`src/rtl/wb_conmax_pkg.sv`:
```
// Shared definitions for the Wishbone slave-side arbiter.
// Latency: none (types and constants only).
// Backpressure: none (types and constants only).
package wb_conmax_pkg;

    localparam int NUM_MASTERS_DEF = 8;
    localparam int PRIO_BITS_DEF   = 2;
    localparam int TIMEOUT_DEF     = 256;

    typedef enum logic {
        IDLE = 1'b0,
        BUSY = 1'b1
    } arb_state_e;

endpackage

```
`src/rtl/wb_rr_pick.sv`:
```
// Masked circular priority encoder: among requesters at the highest priority,
// picks the first one found scanning upward from last_idx+1 with wraparound.
// Latency: purely combinational. Backpressure: none, the result is always valid.
//
// Ports:
//   req      per-master request bits
//   prio     per-master priority, field m at [m*PRIO_BITS +: PRIO_BITS], higher wins
//   last_idx index of the previous winner; the scan starts just after it
//   idx      winning master index (0 when found=0)
//   found    at least one master is requesting
module wb_rr_pick #(
    parameter int NUM_MASTERS = 8,
    parameter int PRIO_BITS   = 2,
    localparam int IW         = $clog2(NUM_MASTERS)
) (
    input  logic [NUM_MASTERS-1:0]           req,
    input  logic [NUM_MASTERS*PRIO_BITS-1:0] prio,
    input  logic [IW-1:0]                    last_idx,
    output logic [IW-1:0]                    idx,
    output logic                             found
);

    logic [PRIO_BITS-1:0]   max_prio;
    logic [NUM_MASTERS-1:0] elig;
    int                     pos;
    logic                   hit;

    // Highest priority value present among the current requesters.
    always_comb begin
        max_prio = '0;
        for (int m = 0; m < NUM_MASTERS; m++) begin
            if (req[m] && (prio[m*PRIO_BITS +: PRIO_BITS] > max_prio)) begin
                max_prio = prio[m*PRIO_BITS +: PRIO_BITS];
            end
        end
    end

    // Only requesters sitting at that top priority take part in the rotation.
    always_comb begin
        for (int m = 0; m < NUM_MASTERS; m++) begin
            elig[m] = req[m] && (prio[m*PRIO_BITS +: PRIO_BITS] == max_prio);
        end
    end

    // Visit last_idx+1, last_idx+2, ... last_idx+NUM_MASTERS (mod NUM_MASTERS);
    // the previous winner is therefore examined last.
    always_comb begin
        idx = '0;
        hit = 1'b0;
        pos = 0;
        for (int k = 1; k <= NUM_MASTERS; k++) begin
            pos = int'(last_idx) + k;
            if (pos >= NUM_MASTERS) begin
                pos = pos - NUM_MASTERS;
            end
            if (!hit && elig[IW'(pos)]) begin
                idx = IW'(pos);
                hit = 1'b1;
            end
        end
    end

    assign found = |req;

endmodule

```
`src/rtl/wb_slv_arb.sv`:
```
// Per-slave Wishbone arbiter: priority + round-robin grant with ack-less timeout pulse.
// Latency: grant visible 1 cycle after the request is sampled; timeout_o is same-cycle vs ack_i.
// Backpressure: the grant is held (no preemption) until the owner drops its request.
//
// Ports:
//   clk_i, rst_i  rising-edge clock, synchronous active-high reset
//   req_i         per-master CYC decoded to this slave
//   prio_i        per-master priority fields, sampled only when arbitrating
//   ack_i         slave ACK/ERR/RTY, restarts the wait counter
//   gnt_o         one-hot grant; gnt_idx_o its binary index; gnt_vld_o grant active
//   timeout_o     one-cycle pulse after TIMEOUT ack-less cycles (grant is kept)
module wb_slv_arb
    import wb_conmax_pkg::*;
#(
    parameter int NUM_MASTERS = NUM_MASTERS_DEF,
    parameter int PRIO_BITS   = PRIO_BITS_DEF,
    parameter int TIMEOUT     = TIMEOUT_DEF
) (
    input  logic                             clk_i,
    input  logic                             rst_i,
    input  logic [NUM_MASTERS-1:0]           req_i,
    input  logic [NUM_MASTERS*PRIO_BITS-1:0] prio_i,
    input  logic                             ack_i,
    output logic [NUM_MASTERS-1:0]           gnt_o,
    output logic [$clog2(NUM_MASTERS)-1:0]   gnt_idx_o,
    output logic                             gnt_vld_o,
    output logic                             timeout_o
);

    localparam int IW = $clog2(NUM_MASTERS);
    // Keep the counter at least one bit wide so TIMEOUT=0 still elaborates.
    localparam int CW = (TIMEOUT > 0) ? $clog2(TIMEOUT + 1) : 1;
    localparam logic [CW-1:0] CNT_LAST = (TIMEOUT > 0) ? CW'(TIMEOUT - 1) : '0;

    arb_state_e    state_q, state_d;
    // idx_q doubles as last_idx: it always holds the most recent winner,
    // which while BUSY is also the current owner.
    logic [IW-1:0] idx_q, idx_d;
    logic [CW-1:0] cnt_q, cnt_d;
    logic [IW-1:0] pick_idx;
    logic          pick_found;
    logic          held;
    logic          new_grant;
    logic          timeout_hit;

    wb_rr_pick #(
        .NUM_MASTERS (NUM_MASTERS),
        .PRIO_BITS   (PRIO_BITS)
    ) u_pick (
        .req      (req_i),
        .prio     (prio_i),
        .last_idx (idx_q),
        .idx      (pick_idx),
        .found    (pick_found)
    );

    // Owner still wants the bus. When it has dropped, its req bit is 0, so the
    // picker naturally excludes it from the same-cycle re-arbitration.
    assign held = req_i[idx_q];

    always_comb begin
        state_d   = state_q;
        idx_d     = idx_q;
        new_grant = 1'b0;
        case (state_q)
            IDLE: begin
                if (pick_found) begin
                    state_d   = BUSY;
                    idx_d     = pick_idx;
                    new_grant = 1'b1;
                end
            end
            BUSY: begin
                if (!held) begin
                    if (pick_found) begin
                        idx_d     = pick_idx;
                        new_grant = 1'b1;
                    end else begin
                        state_d = IDLE;
                    end
                end
            end
            default: state_d = IDLE;
        endcase

        // ack_i in the same cycle suppresses the pulse.
        timeout_hit = (TIMEOUT != 0) && (state_q == BUSY) && (cnt_q == CNT_LAST) && !ack_i;

        if ((TIMEOUT == 0) || (state_d != BUSY) || new_grant || ack_i || timeout_hit) begin
            cnt_d = '0;
        end else begin
            cnt_d = cnt_q + CW'(1);
        end
    end

    always_ff @(posedge clk_i) begin
        if (rst_i) begin
            state_q <= IDLE;
            idx_q   <= IW'(NUM_MASTERS - 1);
            cnt_q   <= '0;
        end else begin
            state_q <= state_d;
            idx_q   <= idx_d;
            cnt_q   <= cnt_d;
        end
    end

    assign gnt_vld_o = (state_q == BUSY);
    assign gnt_idx_o = gnt_vld_o ? idx_q : '0;
    assign gnt_o     = gnt_vld_o ? ({{(NUM_MASTERS-1){1'b0}}, 1'b1} << idx_q) : '0;
    assign timeout_o = timeout_hit && !rst_i;

endmodule

```
`config.mk`:
```
export PLATFORM = sky130hd
export DESIGN_NAME = wb_slv_arb
export DESIGN_NICKNAME = d
export VERILOG_FILES = /design/src/rtl/wb_conmax_pkg.sv /design/src/rtl/wb_rr_pick.sv /design/src/rtl/wb_slv_arb.sv
export SDC_FILE = /design/constraint.sdc
export NUM_CORES = 1
export LEC_CHECK = 0
export BUFFER_PORTS_ARGS = -buffer_cell sky130_fd_sc_hd__buf_2
export CAP_MARGIN = 30
export CORE_MARGIN = 3
export CORE_UTILIZATION = 30
export CTS_CLUSTER_SIZE = 14
export DETAILED_ROUTE_END_ITERATION = 12
export GPL_ROUTABILITY_DRIVEN = 0
export SKIP_CTS_REPAIR_TIMING = 1
export SLEW_MARGIN = 15
export SYNTH_ARGS = -nofsm -noshare
export SYNTH_HDL_FRONTEND = slang
export SYNTH_HIERARCHICAL = 1
export SYNTH_SLANG_ARGS = --single-unit
```
`constraint.sdc`:
```
create_clock -name clk_i -period 35.2 [get_ports clk_i]
set_input_delay 7.04 -clock clk_i [delete_from_list [all_inputs] [get_ports clk_i]]
set_output_delay 7.04 -clock clk_i [all_outputs]
set_load 0.01 [all_outputs]
```
After elaboration in Yosys (flattened, before gate mapping)
Index checks and enable logic that the tools add are counted.
W data, S select, Z words.
{"block": "word_totals", "register_bits": 13, "inputBits": 27, "out_inout_bits": 13, "elab_cells": 165}
{"block": "classes", "addsub": 17, "order_cmp": 25, "eq_ne": 10, "shift": 1, "muxes": 67, "bitwise": 2, "n_reduce_logical": 40}
{"op": "$mux W3", "count": 19}
{"op": "$lt A3 B5 Y1 const B", "count": 8}
{"op": "$ge A4 B4 Y1 const B", "count": 7}
{"op": "$bmux W1 S3", "count": 9}
{"op": "$mux W1", "count": 27}
{"op": "$logic_and A1 B1 Y1", "count": 26}
{"op": "$sub A3 B1 Y3 const B", "count": 8}
{"op": "$add A3 B3 Y4 const B", "count": 4}
{"op": "$eq A2 B2 Y1", "count": 8}
{"op": "$mux W2", "count": 8}
{"op": "$gt A2 B2 Y1", "count": 7}
{"op": "$add A9 B1 Y9 const B", "count": 1}
{"op": "$eq A9 B8 Y1 const B", "count": 1}
{"op": "$logic_not A1 Y1", "count": 9}
{"op": "$add A3 B2 Y4 const B", "count": 2}
{"op": "$mux W8", "count": 1}
{"op": "$reduce_or A8 Y1", "count": 1}
{"op": "$shl A1 B3 Y8 const A", "count": 1}
{"op": "$pmux W3 S2", "count": 1}
{"op": "$add A3 B4 Y5 const B", "count": 1}
{"op": "$ge A5 B4 Y1 const B", "count": 1}
{"op": "$add A3 B1 Y4 const B", "count": 1}
{"op": "$lt A3 B4 Y1 const B", "count": 1}
{"op": "$pmux W1 S2", "count": 2}
{"op": "5 further kinds", "count": 8}

Longest topological paths before layout
Gate-level depths: netlist (run 1).
{"block": "depth", "ltp_word": 54, "mapped_depth": 50, "ltp_nobuf": 50}

Hierarchy
The synthesis (run 1) kept the hierarchy.
{"module": "wb_rr_pick", "n_inst": 1, "cells_per_inst": 303, "area_each_um2": 2045.7, "seq_area_each_um2": 0.0}
{"module": "wb_slv_arb", "n_inst": 1, "cells_per_inst": 84, "area_each_um2": 695.7, "seq_area_each_um2": 260.2}

Worst setup path after synthesis (run 1)
Ideal clock, no wire load.
{"block": "synth_path", "path_type": "input -> register", "from": "in prio_i[1]", "to": "reg idx_q[0]", "setup_time_ps": 82, "arrival_time_ps": 16979, "t_required_ps": 35118, "path_slack_ps": 18138, "stages": 49, "path_buffers": 0, "path_cell_list": "nand2_2 > ha_1 > nor2b_1 > o21ai_1 > mux2i_1 > inv_1 > ha_1 > nor2_1 > maj3_1 > o221ai_1 > a222oi_1 > ha_1 > nor3_1 > a31oi_1 > mux2i_2 > inv_1 > ha_1 > nor2_1 > [... 13 more ...] > o31ai_1 > or2_2 > ha_1 > nand2_1 > o211ai_2 > and2_1 > a41oi_2 > xor2_1 > or4b_1 > o21ai_0 > mux2i_2 > a221oi_1 > or3_4 > or4_4 > o221a_1 > a32oi_1 > nand2_1 > o221ai_1"}
{"block": "synth_via", "elab_chain_len": 54, "word_cells_on_any_way": 96, "classes_between": "8 x order compare; 8 x eq/ne; 50 x mux; 30 x reduce/logical"}
{"element": "start, declared", "line": "wb_slv_arb.sv:22", "text": "input logic [NUM_MASTERS*PRIO_BITS-1:0] prio_i,"}
{"element": "$gt A2 B1 Y1", "line": "wb_rr_pick.sv:32", "text": "if (req[m] && (prio[m*PRIO_BITS +: PRIO_BITS] > max_prio)) begin"}
{"element": "$logic_and A1 B1 Y1", "line": "wb_rr_pick.sv:32"}
{"element": "$mux W2", "line": "wb_rr_pick.sv:32"}
{"element": "$gt A2 B2 Y1", "line": "wb_rr_pick.sv:32"}
{"element": "$logic_and A1 B1 Y1", "line": "wb_rr_pick.sv:32"}
{"element": "$mux W2", "line": "wb_rr_pick.sv:32"}
{"element": "$gt A2 B2 Y1", "line": "wb_rr_pick.sv:32"}
{"element": "$logic_and A1 B1 Y1", "line": "wb_rr_pick.sv:32"}
{"element": "[... 39 more ...]"}
{"element": "$mux W1", "line": "wb_rr_pick.sv:56", "text": "if (!hit && elig[IW'(pos)]) begin"}
{"element": "$logic_not A1 Y1", "line": "wb_rr_pick.sv:56"}
{"element": "$logic_and A1 B1 Y1", "line": "wb_rr_pick.sv:56"}
{"element": "$mux W3 (*)", "line": "wb_rr_pick.sv:56"}
{"element": "via pick_idx[0]", "line": "wb_slv_arb.sv:40", "text": "logic [IW-1:0] pick_idx;"}
{"element": "$mux W3 (*)", "line": "wb_slv_arb.sv:67, wb_slv_arb.sv:75"}
{"element": "$mux W3", "line": "wb_slv_arb.sv:74", "text": "if (!held) begin"}
{"element": "$pmux W3 S2 (*)", "line": "wb_slv_arb.sv:65", "text": "case (state_q)"}
{"element": "end signal, assigned", "line": "wb_slv_arb.sv:99", "text": "idx_q <= IW'(NUM_MASTERS - 1);"}
{"element": "end signal, assigned", "line": "wb_slv_arb.sv:103", "text": "idx_q <= idx_d;"}
{"element": "end, declared", "line": "wb_slv_arb.sv:38", "text": "logic [IW-1:0] idx_q, idx_d;"}
The timed path passes the listed nets; every way through them passes the cells marked *. The select of a mux whose other input is x is not followed.
A chain may end at the register's enable or synchronous reset.

Worst setup path after layout (run 1)
{"block": "layout_path", "from": "in req_i[0]", "to": "reg idx_q[0]"}
{"block": "layout_via", "elab_chain_len": 53, "word_cells_on_any_way": 99, "classes_between": "7 x order compare; 9 x eq/ne; 52 x mux; 31 x reduce/logical"}
{"element": "start, declared", "line": "wb_slv_arb.sv:21", "text": "input logic [NUM_MASTERS-1:0] req_i,"}
{"element": "$logic_and A1 B1 Y1", "line": "wb_rr_pick.sv:32"}
{"element": "$mux W2", "line": "wb_rr_pick.sv:32"}
{"element": "$gt A2 B2 Y1", "line": "wb_rr_pick.sv:32"}
{"element": "$logic_and A1 B1 Y1", "line": "wb_rr_pick.sv:32"}
{"element": "$mux W2", "line": "wb_rr_pick.sv:32"}
{"element": "$gt A2 B2 Y1", "line": "wb_rr_pick.sv:32"}
{"element": "$logic_and A1 B1 Y1", "line": "wb_rr_pick.sv:32"}
{"element": "$mux W2", "line": "wb_rr_pick.sv:32"}
{"element": "[... 38 more ...]"}
{"element": "$mux W1", "line": "wb_rr_pick.sv:56"}
{"element": "$logic_not A1 Y1", "line": "wb_rr_pick.sv:56"}
{"element": "$logic_and A1 B1 Y1", "line": "wb_rr_pick.sv:56"}
{"element": "$mux W3 (*)", "line": "wb_rr_pick.sv:56"}
{"element": "via pick_idx[0]", "line": "wb_slv_arb.sv:40"}
{"element": "$mux W3 (*)", "line": "wb_slv_arb.sv:67, wb_slv_arb.sv:75"}
{"element": "$mux W3", "line": "wb_slv_arb.sv:74"}
{"element": "$pmux W3 S2 (*)", "line": "wb_slv_arb.sv:65"}
Marks and branches as above.

==> impl_metrics.tcl, run 1 <==
set metrics [dict create \
    path_class "primary input to flip-flop" \
    antennaDiodeCount 0 \
    crit_top_cell "ha_1" \
    numPortBuffers 39 \
    crit_end "idx_q[0]$_SDFFE_PP1P_" \
    maxCapViolations 0 \
    io_pins 40 \
    most-common-layout-cells "nand2_1 (39), buf_2 (39), nor2_1 (38), inv_1 (25), nand3_1 (19)" \
    ff2ff_setup_slack_ns 31.33 \
    regToRegStartpoint "idx_q[1]$_SDFFE_PP1P_" \
    rsz0062_at_grt "no" \
    worstSetupStartpoint "req_i[0]" \
    grt_start_max_net_pins 33 \
    grt.overflow.total 0 \
    async_flop_share_pct 0 \
    cts_tree "built" \
    cp_max_fo 10 \
    nFillCells 923 \
    slew_headroom_pct 39.5 \
    drc 0 \
    grt_use_total_pct 15.0 \
    p_sw_mw 0.122 \
    cts_root_buffer "clkbuf_8" \
    fp.dieArea_mm2 0.0103 \
    totalWireLength_um 7760 \
    synth.area.top_cells "dfxtp_1 (9.5%), ha_1 (6.4%), nand2_1 (5.3%)" \
    design.core.area_mm2 0.00881 \
    ys_ff_latch 13 \
    synth-warning-count 6 \
    reg2reg_depth 11 \
    cts_buffers 3 \
    hold_viol 0 \
    synth.avg_cell_area_um2 7.08 \
    period_minus_slack_ns 18.63 \
    critPathLaunchType "primary input" \
    cts.clk_slew.worst_paths_ns 0.05 \
    finalPower_mw 0.223 \
    leakage_nw 1.28 \
    syn-num-nets 428 \
    antenna_found_initial 0 \
    synth_top_flop_cell "dfxtp_1" \
    end_kind "flip-flop" \
    viasPerCell 5.88 \
    ys_seq_area_share_pct 9.49 \
    worstPathArrival_ns 18.78 \
    hpwl_um 6220 \
    dr.first_iter.drc_count 186 \
    max-vdd-ir-drop_uv 37.3 \
    clockBufferDepth 2 \
    ant_nets 0 \
    finalSetupTns_ns 0 \
    worstSkewPairLatency_ns 0.24 \
    final_layout_size_suffix_gt1_share_pct 16.5 \
    num_vias 3091 \
    power.density_mw_per_mm2 72.7 \
    place_area_mm2 0.00302 \
    r2r-end "idx_q[0]$_SDFFE_PP1P_" \
    post-route-period-util_pct 52.9 \
    fp.dieH_um 102 \
    cp_slowest_stage_delay_ns 0.50 \
    synth-edff-count 0 \
    fmax_mhz 53.7 \
    switching_share_pct 54.6 \
    wl_per_cell_um 14.7 \
    cts.sinks 13 \
    p_int_mw 0.101 \
    htreeDepth 1 \
    nets 460 \
    die_width_um 102 \
    clkPwrFrac_pct 5.8 \
    hp-class "flip-flop to flip-flop" \
    worst_pin_slew_ns 0.907 \
    finalSetupViolCount 0 \
    dr.pass1.iters 5 \
    design_area_mm2 0.00307 \
    skew_ns 0.000953 \
    yosysTopAreaCellShare_pct 9.49 \
    synthCells 387 \
    crit_slowest_cell "a222oi_1" \
    grt_first_pass_wirelength_um 13000 \
    first_global_vias 2760 \
    status "finished, final reports clean" \
    seqPwrFrac_pct 10.7 \
    synth_cell_type_count 82 \
    drv_slew 0 \
    rows 34 \
    critical_path_required_ns 35.36 \
    area_delta_synth_final_pct 11.8 \
    syn-cell-area_mm2 0.00274 \
    combPwrFrac_pct 83.5 \
    start_util_pct 31.1 \
    synth.largest_area_cell "dfxtp_1" \
]
==> registers in the layout, summed over array words and instances (netlist names) <==
name,count
cnt_q,9
gnt_vld_o,1
idx_q,3
==> worst max-delay path, delay by kind of cell <==
family / cells / cell delay, ns
AO/OA/AOI/OAI: 16 / 4.00
AND/OR/NAND/NOR: 17 / 3.56
adder cells (fa/ha/maj): 9 / 2.47
multiplexers: 3 / 1.04
buffers and inverters: 3 / 0.33
XOR/XNOR: 1 / 0.33
==> worst min path at each step <==
stage,start,end,slack [ns],depth (start not counted)
4_1_cts,cnt_q[0]$_SDFF_PP0_,cnt_q[0]$_SDFF_PP0_,0.47,1
2_1_floorplan,cnt_q[0]$_SDFF_PP0_,cnt_q[0]$_SDFF_PP0_,0.43,1
3_5_place_dp,cnt_q[0]$_SDFF_PP0_,cnt_q[0]$_SDFF_PP0_,0.46,1
3_3_place_gp,cnt_q[0]$_SDFF_PP0_,cnt_q[0]$_SDFF_PP0_,0.44,1
6_report,cnt_q[0]$_SDFF_PP0_,cnt_q[0]$_SDFF_PP0_,0.46,1
5_1_grt,cnt_q[0]$_SDFF_PP0_,cnt_q[0]$_SDFF_PP0_,0.50,1
==> stage by stage <==
stage / setup slack [ns] / hold slack (ns) / instances / util (%)
after floorplan: 18.14 / 0.426 / 387 / -
after global placement: 16.98 / 0.442 / 522 / 34.3
after detailed placement: 16.50 / 0.460 / 522 / 34.3
after CTS: 16.73 / 0.471 / 526 / 34.8
after global routing: 15.59 / 0.502 / 526 / 34.8
final: 16.58 / 0.460 / 526 / 34.8
==> cell type report <==
class | count | area (µm²) | area share [%]
flip-flops and latches | 13 | 260 | 8.49
repair buffers | 40 | 203 | 6.61
clock buffers | 4 | 45.0 | 1.47
well taps | 108 | 135 | 4.41
inverters | 25 | 93.8 | 3.06
multi-input cells | 336 | 2330 | 76.0
==> power by group through the flow <==
| stage | sequential (mW) | clock (mW) | combinational, mW |
|---|---|---|---|
| after floorplan | 0.0192 | 0 | 0.149 |
| after global placement | 0.0241 | 0 | 0.180 |
| after detailed placement | 0.0239 | 0 | 0.181 |
| after CTS | 0.0236 | 0.0133 | 0.183 |
| after global routing | 0.0246 | 0.0139 | 0.205 |
| final | 0.0238 | 0.0130 | 0.186 |
==> Yosys cell counts (3+ instances only) <==
master / number
clkbuf_1: 9
nor3_1: 9
nor2b_1: 4
o21ai_0: 16
a31oi_1: 6
xor2_1: 7
mux2_2: 3
a21boi_1: 3
and2_1: 12
a31o_1: 3
or3_1: 6
inv_1: 25
mux2i_2: 3
nand3_1: 19
o21ai_1: 4
nand2_1: 39
or4b_1: 3
a211oi_1: 3
mux2i_1: 6
a21oi_1: 11
nand4_1: 7
o31ai_1: 7
a2bb2oi_1: 3
o32ai_1: 3
and3_1: 12
o22ai_1: 6
nor2_1: 38
o211ai_1: 6
nand2b_1: 4
ha_1: 14
xnor2_1: 11
dfxtp_1: 13
maj3_1: 3
o221ai_1: 3
a21o_1: 3
o21a_1: 4
==> per-layer routing <==
layer / up-vias / routed length [µm] / GRT usage (%)
met3: 11 / 302 / 1.79
met5: - / 0 / 0
met4: 0 / 95 / 2.97
met1: 1463 / 3730 / 20.6
li1: 1532 / - / -
met2: 85 / 3630 / 25.4
==> cells by family (layout without fill, tap and decap cells) <==
family                   after synthesis  count (layout)  share of synthesized area (%)
multiplexers                          16              16                           7.39
adder cells (fa/ha/maj)               17              17                           7.49
AND/OR/NAND/NOR                      166             166                           30.8
buffers and inverters                 38              69                           5.57
flip-flops                            13              13                           9.49
XOR/XNOR                              18              18                           5.75
AO/OA/AOI/OAI                        119             119                           33.5
Power figures use the tool's default switching activity.
==> inputs of run 2 (changes only) <==
ABC_AREA = 1   (was default)
clock period = 16.2 ns   (was 35.2 ns; I/O delays follow)
==> run 2 against run 1 <==
Sequential share of layout area grew 0.31 points. Clock-buffer cell count is the same. Synthesized cell count grew 17%. Hold slack lost 0.012 ns. Critical path depth grew 19. Register-to-register slack lost 19 ns. Final area shrank 3.5%. Critical endpoint unchanged. Highest routed layer unchanged.
==> impl_metrics.tcl, run 2 <==
set metrics [dict create \
    status "finished, final reports clean" \
    cts_tree "built" \
    cts.clk_slew.worst_paths_ns 0.05 \
    ant_nets 0 \
    finalSetupTns_ns 0 \
    post-route-period-util_pct 72.0 \
    synth-warning-count 6 \
    critPathLaunchType "primary input" \
    area_delta_synth_final_pct 12.4 \
    crit_top_cell "nand2_1" \
    worstSkewPairLatency_ns 0.24 \
    clockBufferDepth 2 \
    start_util_pct 31.4 \
    r2r-end "idx_q[0]$_SDFFE_PP1P_" \
    synthTopCellsByCount "nand2_1 (132), nand3_1 (94), inv_1 (47)" \
    p_sw_mw 0.324 \
    end_kind "flip-flop" \
    slew_headroom_pct 49.8 \
    hold_viol 0 \
    htreeDepth 1 \
    first_global_vias 2656 \
    crit_slowest_cell "ha_1" \
    power.density_mw_per_mm2 178 \
    rows 33 \
    regToRegStartpoint "idx_q[1]$_SDFFE_PP1P_" \
    most-common-layout-cells "nand2_1 (132), nand3_1 (94), inv_1 (47), buf_2 (39), nor2_1 (38)" \
    fin_ws_ns 4.54 \
    synth-edff-count 0 \
    period_minus_slack_ns 11.66 \
    max-vdd-ir-drop_uv 89.7 \
    wl_per_cell_um 11.5 \
    worst-path-stages 68 \
    finalSetupViolCount 0 \
    p_int_mw 0.203 \
    viasPerCell 4.91 \
    clkPwrFrac_pct 5.5 \
    drv_slew 0 \
    grt_start_max_net_pins 22 \
    crit_end "idx_q[0]$_SDFFE_PP1P_" \
    hpwl_um 5720 \
    layout_commonest_cell "nand2_1" \
    synth.largest_area_cell "nand2_1" \
    drc 0 \
    cts.sinks 13 \
    ff2ff_setup_slack_ns 12.76 \
    rsz0062_at_grt "no" \
    dr.pass1.iters 5 \
    final_core_util_pct 35.3 \
    grt.overflow.total 0 \
    largest_reg_flops 9 \
    grt_first_pass_wirelength_um 12100 \
    cp_max_fo 12 \
    reg2reg_depth 14 \
    skew_ns 0.00402 \
    antennaDiodeCount 0 \
    totalWireLength_um 6830 \
    nFillCells 951 \
    regMostFlops "cnt_q" \
    nets 532 \
    numPortBuffers 39 \
    dr.first_iter.drc_count 165 \
    io_pins 40 \
    cts_root_buffer "clkbuf_8" \
    synth_top_flop_cell "dfxtp_1" \
    worst_pin_slew_ns 0.752 \
    hold_slack_ns 0.448 \
    ys_seq_area_share_pct 9.89 \
    fp.dieH_um 99.7 \
    syn-cell-area_mm2 0.00263 \
    hp-class "flip-flop to flip-flop" \
    antenna_found_initial 0 \
    synthCells 454 \
    switching_share_pct 61.5 \
    async_flop_share_pct 0 \
    maxCapViolations 0 \
    cp_slowest_stage_delay_ns 0.36 \
    yosysMostFrequentCell "nand2_1" \
    path_buf_inv 7 \
    critical_path_required_ns 16.33 \
    final_layout_size_suffix_gt1_share_pct 22.2 \
    ys_ff_latch 13 \
    yosysTopAreaCellShare_pct 18.8 \
    cts_buffers 3 \
    fmax_mhz 85.8 \
    place_ws_ns 4.37 \
    combPwrFrac_pct 85.2 \
    leakage_nw 1.56 \
    synth_cell_type_count 34 \
    fp.dieArea_mm2 0.00994 \
    design.core.area_mm2 0.00838 \
    path_class "primary input to flip-flop" \
    cp_top_family "simple AND/OR/NAND/NOR gates" \
    worstPathArrival_ns 11.79 \
    worstSetupStartpoint "prio_i[0]" \
    synth.avg_cell_area_um2 5.80 \
    finalPower_mw 0.527 \
    seqPwrFrac_pct 9.3 \
    synth.area.top_cells "nand2_1 (19%), nand3_1 (18%), dfxtp_1 (9.9%)" \
    die_width_um 99.7 \
    syn-num-nets 495 \
    num_vias 2921 \
    grt_use_total_pct 14.1 \
]
run 2: per-layer routing:
metal	global-route usage, %	part of all wire (%)
met1	20.6	51
met2	22.9	45
met3	0.561	3.5
met4	3.26	0.72
met5	0	0
run 2: metrics by stage:
step	cell area (µm²)	std cells
after floorplan	2630	454
after global placement	2910	591
after detailed placement	2910	591
after CTS	2960	595
after global routing	2960	595
final	2960	595
run 2: cell type report:
class                      count  area (µm²)  share of cell area (%)
clock buffer                   4        45.0                    1.52
sequential                    13         260                    8.79
timing repair buffer          40         203                    6.85
inverter                      54         208                    7.02
tap                          105         131                    4.44
multi-input combinational    379        2110                    71.4
run 2: power by group through the flow:
stage                     sequential [mW]  clock [mW]  combinational, mW
after CTS                          0.0492      0.0300              0.449
after global placement             0.0498           0              0.445
final                              0.0491      0.0287              0.449
after floorplan                    0.0429           0              0.371
after detailed placement           0.0498           0              0.446
after global routing               0.0506      0.0314              0.519
run 2: how the worst min path moves through the flow:
| stage | from | endpoint | slack [ns] | depth (start not counted) |
|---|---|---|---|---|
| after floorplan | cnt_q[0]$_SDFF_PP0_ | cnt_q[0]$_SDFF_PP0_ | 0.42 | 1 |
| after detailed placement | cnt_q[0]$_SDFF_PP0_ | cnt_q[0]$_SDFF_PP0_ | 0.45 | 1 |
| after global routing | cnt_q[0]$_SDFF_PP0_ | cnt_q[0]$_SDFF_PP0_ | 0.47 | 1 |
| after CTS | cnt_q[0]$_SDFF_PP0_ | cnt_q[0]$_SDFF_PP0_ | 0.45 | 1 |
| after global placement | cnt_q[0]$_SDFF_PP0_ | cnt_q[0]$_SDFF_PP0_ | 0.43 | 1 |
| final | cnt_q[0]$_SDFF_PP0_ | cnt_q[0]$_SDFF_PP0_ | 0.45 | 1 |
run 2: cells by family (layout without fill, tap and decap cells):
logic type,after synthesis,after routing,share of synthesized area [%]
simple gates,333,333,64.4
buf+inv,62,98,9.89
compound gates,23,23,6.23
fa+ha+maj,14,14,6.65
flops,13,13,9.89
xor+xnor,9,9,2.99
==> inputs of run 3 (changes only) <==
ABC_AREA = 0   (was 1)
clock period = 11.1 ns   (was 16.2 ns; I/O delays follow)
==> run 3 against run 2 <==
The flow now finishes with violations (setup timing). Clock-buffer cell count is the same. Worst setup slack lost 4.9 ns. Register-to-register slack got worse by 5.5 ns. Die area grew 3.9%. Sequential power grew 36%. Clock skew fell by 0.0031 ns. Non-clock buffer count up 88. Sequential share of layout area decreased by 2.5 points. Final cell count rose by 3.2%. Global-route usage is 2.9 points higher. Largest cell class unchanged. Total power grew 84%. Highest routed layer unchanged. Final area is 40% higher. Largest power group unchanged.
==> impl_metrics.tcl, run 3 (synthesis results as in run 1) <==
set metrics [dict create \
    num_vias 3422 \
    regToRegStartpoint "idx_q[1]$_SDFFE_PP1P_" \
    antennaDiodeCount 0 \
    finalSetupViolCount 3 \
    ant_nets 0 \
    final_core_util_pct 47.2 \
    start_util_pct 31.1 \
    rsz0062_at_grt "yes" \
    p_int_mw 0.502 \
    clockBufferDepth 2 \
    nFillCells 867 \
    worstPathArrival_ns 11.62 \
    most-common-layout-cells "buf_4 (87), nand2_1 (36), nor2_1 (36), buf_2 (36), inv_1 (24)" \
    rows 34 \
    nets 548 \
    worstSkewPairLatency_ns 0.24 \
    end_kind "flip-flop" \
    crit_slowest_cell "or4b_4" \
    final_layout_size_suffix_gt1_share_pct 40.7 \
    clkPwrFrac_pct 4.3 \
    maxCapViolations 0 \
    hold_viol 0 \
    seqPwrFrac_pct 6.9 \
    hp-start "cnt_q[0]$_SDFF_PP0_" \
    p_sw_mw 0.470 \
    area_delta_synth_final_pct 51.5 \
    cts_tree "built" \
    power.density_mw_per_mm2 234 \
    worstSetupStartpoint "prio_i[1]" \
    cts.clk_slew.worst_paths_ns 0.05 \
    period_minus_slack_ns 11.45 \
    largest_reg_flops 9 \
    critical_path_required_ns 11.27 \
    first_global_vias 3103 \
    layout_commonest_cell "buf_4" \
    cts.sinks 13 \
    design.core.area_mm2 0.00881 \
    htreeDepth 1 \
    grt.overflow.total 0 \
    antenna_found_initial 0 \
    fmax_mhz 87.3 \
    switching_share_pct 48.4 \
    post-route-period-util_pct 103 \
    cp_max_fo 8 \
    cts_root_buffer "clkbuf_8" \
    crit_top_cell "ha_4" \
    grt_first_pass_wirelength_um 14700 \
    dr.pass1.iters 4 \
    io_pins 40 \
    place_ws_ns -0.780 \
    leakage_nw 1.79 \
    grt_start_max_net_pins 32 \
    skew_ns 0.000960 \
    numPortBuffers 39 \
    worst_pin_slew_ns 0.950 \
    grt_use_total_pct 17.0 \
    fin_ws_ns -0.355 \
    cp_slowest_stage_delay_ns 0.55 \
    die_width_um 102 \
    path_class "primary input to flip-flop" \
    drc 0 \
    fp.dieArea_mm2 0.0103 \
    violations "setup timing" \
    cts_buffers 3 \
    fp.dieH_um 102 \
    regMostFlops "cnt_q" \
    place_area_mm2 0.00382 \
    drv_slew 0 \
    wl_per_cell_um 15.4 \
    combPwrFrac_pct 88.8 \
    slew_headroom_pct 36.7 \
    hpwl_um 7340 \
    totalWireLength_um 9460 \
    hp-class "flip-flop to flip-flop" \
    critPathLaunchType "primary input" \
    status "finished, violations left" \
    design_area_mm2 0.00415 \
    max-vdd-ir-drop_uv 86.6 \
    dr.first_iter.drc_count 201 \
    viasPerCell 5.57 \
]
## run 3: area by class of cell
| class | count | area, µm² | area share [%] |
|---|---|---|---|
| clock buffer | 4 | 45.0 | 1.08 |
| timing repair buffer | 128 | 897 | 21.6 |
| tap | 108 | 135 | 3.25 |
| multi-input combinational | 336 | 2720 | 65.5 |
| inverter | 25 | 93.8 | 2.26 |
| sequential | 13 | 260 | 6.27 |
## run 3: critical path, delay by kind of cell
kind                       cells  cell delay (ns)
AOI/OAI and AO/OA             19             2.80
buffers and inverters          4             0.39
and+or+nand+nor               17             3.32
muxes                          3             0.68
adders and majority gates      8             2.18
## run 3: final timing paths
path,to,slack (ns),cells after the start
max,idx_q[0]$_SDFFE_PP1P_,-0.35,51
max reg2reg,idx_q[0]$_SDFFE_PP1P_,7.24,10
min,cnt_q[0]$_SDFF_PP0_,0.46,1
min reg2reg,cnt_q[0]$_SDFF_PP0_,0.46,1
## run 3: routing by layer
metal / global-route usage (%) / vias to the layer above / wire length, µm
met2: 30.8 / 68 / 4930
met3: 1.24 / 15 / 295
met4: 2.76 / 0 / 109
met5: 0 / - / 0
li1: - / 1711 / -
met1: 22.3 / 1628 / 4120
## run 3: per-stage QoR
stage,power [mW],instances,hold slack [ns],setup TNS (ns)
2_1_floorplan,0.567,387,0.426,-1.21
3_3_place_gp,0.814,595,0.443,-1.58
3_5_place_dp,0.820,595,0.446,-2.24
4_1_cts,0.867,599,0.458,-1.56
5_1_grt,1.05,614,0.476,-2.06
6_report,0.971,614,0.456,-0.917
## run 3: power by group through the flow
| stage | Combinational (mW) | Sequential [mW] | Clock, mW |
|---|---|---|---|
| final | 0.863 | 0.0666 | 0.0420 |
| after global routing | 0.937 | 0.0683 | 0.0446 |
| after CTS | 0.757 | 0.0661 | 0.0438 |
| after detailed placement | 0.753 | 0.0670 | 0 |
| after global placement | 0.746 | 0.0673 | 0 |
| after floorplan | 0.506 | 0.0610 | 0 |
